`config.mk`:
```
export PLATFORM = sky130hd
export DESIGN_NAME = sat_counter
export DESIGN_NICKNAME = d
export VERILOG_FILES = /design/src/rtl/udp_recv_checker_sat_counter.sv
export SDC_FILE = /design/constraint.sdc
export NUM_CORES = 1
export LEC_CHECK = 0
export CORE_AREA = 2 2 69 71
export CTS_CLUSTER_DIAMETER = 50
export DETAILED_ROUTE_END_ITERATION = 7
export DIE_AREA = 0 0 71 73
export PLACE_DENSITY = 0.61
export SLEW_MARGIN = 40
export SYNTH_ARGS = -nofsm -noshare
export SYNTH_HDL_FRONTEND = slang
export SYNTH_SLANG_ARGS = --single-unit
```
`constraint.sdc`:
```
create_clock -name w_user_clk -period 3 [get_ports w_user_clk]
set_input_delay 0.75 -clock w_user_clk [delete_from_list [all_inputs] [get_ports w_user_clk]]
set_output_delay 0.75 -clock w_user_clk [all_outputs]
set_load 0.01 [all_outputs]
```
`src/rtl/udp_recv_checker_sat_counter.sv`:
```
// Saturating event counter with synchronous clear; clear wins over a concurrent increment.
module sat_counter #(
  parameter int P_W = 32
) (
  input  logic           w_user_clk,
  input  logic           w_user_rst,
  input  logic           clr,
  input  logic           inc,
  output logic [P_W-1:0] cnt
);

  logic [P_W-1:0] cnt_reg;

  always_ff @(posedge w_user_clk or posedge w_user_rst) begin
    if (w_user_rst) begin
      cnt_reg <= '0;
    end else if (clr) begin
      cnt_reg <= '0;
    end else if (inc && (cnt_reg != '1)) begin
      cnt_reg <= cnt_reg + 1'b1;
    end
  end

  assign cnt = cnt_reg;

endmodule

```
==> flow_metrics.py <==
metrics = {
    "timing": {
        "relSlewSlack": 0.485,
        "finClkSkew_ns": 0.00323,
        "slew_violations": 0,
        "hold_violations": 0,
        "fin_setup_tns_ns": 0,
        "setup_violations": 0,
        "max_freq_mhz": 405,
        "worst_pin_slew_ns": 0.765,
        "holdWs_ns": 0.577,
        "layout_min_cycle_time_ns": 2.47,
        "timing.final.crit_share": 0.822,
        "rsz0062_at_grt": "no",
    },
    "critical_path": {
        "crit_chain": "clkdlybuf4s50_1 > nand4_1 > nor3_1 > o311ai_1 > buf_4 > or4_1 > a21oi_1",
        "cp-start-kind": "input pin",
        "arrival_ns": 2.67,
        "crit_path_start": "inc",
        "slowest_stage": "clkdlybuf4s50_1",
        "endpoint_kind": "flip-flop",
        "critPathBufInv": 2,
        "r2r-start": "cnt[0]",
        "crit_type": "in2reg",
        "regToRegSetupSlack_ns": 0.64,
        "r2r_cells": 6,
        "cp_slowest_stage_delay_ns": 0.52,
        "cp_max_fo": 15,
        "required_ns": 3.21,
        "path_delay_family": "simple AND/OR/NAND/NOR gates",
        "r2r-end": "cnt[26]",
    },
    "logic_synthesis": {
        "async_reset_ff_frac": 1.00,
        "ys_seq_area_frac": 0.460,
        "yosys-top-cells-count": "32 x dfrtp_1, 27 x a21oi_1, 15 x o31ai_1",
        "synth_edf_count": 0,
        "syn_area_um2": 1740,
        "synth_ff_type": "dfrtp_1",
        "ys_types": 33,
        "synth_seq_cells": 32,
        "synth_top_area_frac": 0.460,
        "yosys.area.top_type": "dfrtp_1",
        "syn_inst": 186,
        "post_synth.cell_area_avg_um2": 9.36,
        "synth_area_leaders": "dfrtp_1 46%, a21oi_1 7.8%, o31ai_1 6.5%",
        "yosys_warnings": 0,
        "synthesis.nets": 191,
        "yosysMostFrequentCell": "dfrtp_1",
    },
    "power_and_ir_drop": {
        "vdd_ir_drop_max_v": 0.000246,
        "p_leak_nw": 0.838,
        "p_per_area_nw_per_um2": 367,
    },
    "clocking": {
        "post-cts-setup-buffers": 0,
        "cts_tree": "built",
        "cts_resized": 0,
        "hold_buffers": 0,
        "clock_path_buffers": 2,
        "numCtsBuffers": 5,
        "cts_root_buf": "clkbuf_8",
        "htree_levels": 2,
        "cts_sinks": 32,
        "clk_latency_ns": 0.28,
        "path_clk_slew_ns": 0.06,
    },
    "floorplan": {
        "rows": 25,
        "die_y_um": 73,
        "die-area_um2": 5180,
        "coreArea_um2": 4540,
        "dieWidth_um": 71,
        "start_util": 0.384,
        "io_pins": 36,
    },
    "finish": {
        "multi_input_area_um2": 878,
        "largest_register_ffs": 32,
        "drive_above_1_share": 0.0830,
        "seq_area_um2": 801,
        "finalNetCount": 234,
        "nFillCells": 427,
        "area_growth_pct": 30.8,
        "diodes": 0,
    },
    "min_path": {
        "holdPathEnd": "cnt[31]",
        "min_from": "cnt[31]",
        "hold_path.class": "reg2reg",
        "worstHoldPathCells": 2,
    },
    "global_routing": {
        "antenna_found_initial": 0,
        "grt_max_degree": 33,
        "grt_pass1_wl_um": 6960,
        "grtUsageTotal": 0.171,
        "grt_pass1_vias": 1459,
        "grt_overflow": 0,
    },
    "place": {
        "dp_hpwl_um": 2800,
        "numPortBuffers": 35,
        "place_congestion": 0.710,
    },
    "route": {
        "wirelength_um": 4050,
        "drtAntennaViolNets": 0,
        "viasPerCell": 5.75,
        "drt_iter0_drc": 126,
        "avgRoutedWirePerCell_um": 14.3,
        "drtPass1Iterations": 5,
        "drc": 0,
        "vias": 1628,
    },
    "outcome": {
        "outcome": "finished clean",
    },
    "flow_run": {
        "max_cap_viol_count": 0,
    },
}
layout make-up:
type,instances,area share
multi-input cells,140,0.386
flip-flops and latches,32,0.352
repair buffers,42,0.177
clock buffers,7,0.0423
well taps,54,0.0297
inverters,8,0.0132
tightest hold or removal path, delay by kind of cell, from the launching register on:
| family | cells | cell delay [ns] |
|---|---|---|
| flops | 1 | 0.40 |
| compound gates | 2 | 0.14 |
report_power, final:
| part | internal, mW | switching (mW) |
|---|---|---|
| Sequential | 0.434 | 0.00347 |
| Clock | 0.204 | 0.155 |
| Combinational | 0.0150 | 0.0234 |
| Total | 0.653 | 0.182 |
worst max path at each step:
stage          endpoint  cells past startpoint
3_5_place_dp    cnt[27]                      7
3_3_place_gp    cnt[27]                      7
5_1_grt         cnt[27]                      7
2_1_floorplan   cnt[20]                      7
6_report        cnt[27]                      7
4_1_cts         cnt[27]                      7
logic make-up after synthesis:
group	Yosys count	share of synthesized area
fa+ha+maj	1	0.00719
xor+xnor	3	0.0151
simple gates	74	0.259
compound gates	61	0.218
flops	32	0.460
buf+inv	14	0.0352
mux	1	0.00575
through the flow:
stage | utilization | setup slack [ns] | cell area (um2) | std cells | power, mW
after floorplan | - | 0.745 | 1740 | 186 | 0.466
after global placement | 0.481 | 0.311 | 2180 | 276 | 0.485
after detailed placement | 0.481 | 0.245 | 2180 | 276 | 0.486
after CTS | 0.502 | 0.547 | 2280 | 283 | 0.852
after global routing | 0.502 | 0.413 | 2280 | 283 | 0.877
final | 0.502 | 0.533 | 2280 | 283 | 0.836
cells in the final DEF, fill, tap and decap left out, types with 3 or more instances in the layout:
cell type | Yosys | final
nor2_1 | 6 | 6
buf_4 | 0 | 7
clkdlybuf4s50_1 | 0 | 35
o31ai_1 | 15 | 15
nand2_1 | 11 | 11
and3_1 | 3 | 3
or3_1 | 12 | 12
clkbuf_8 | 0 | 7
nand3_1 | 10 | 10
inv_1 | 8 | 8
nand4_1 | 6 | 6
or4_1 | 14 | 14
a21oi_1 | 27 | 27
nor4_1 | 3 | 3
o21ai_0 | 12 | 12
dfrtp_1 | 32 | 32
and4_1 | 4 | 4
routing by layer:
| layer | up-vias | GRT usage | routed length (um) |
|---|---|---|---|
| met5 | - | 0 | 0 |
| met4 | 0 | 0.0566 | 57 |
| met3 | 6 | 0.0552 | 211 |
| met2 | 32 | 0.264 | 1850 |
| met1 | 776 | 0.229 | 1930 |
| li1 | 814 | - | - |
(Power assumes the default switching activity.)
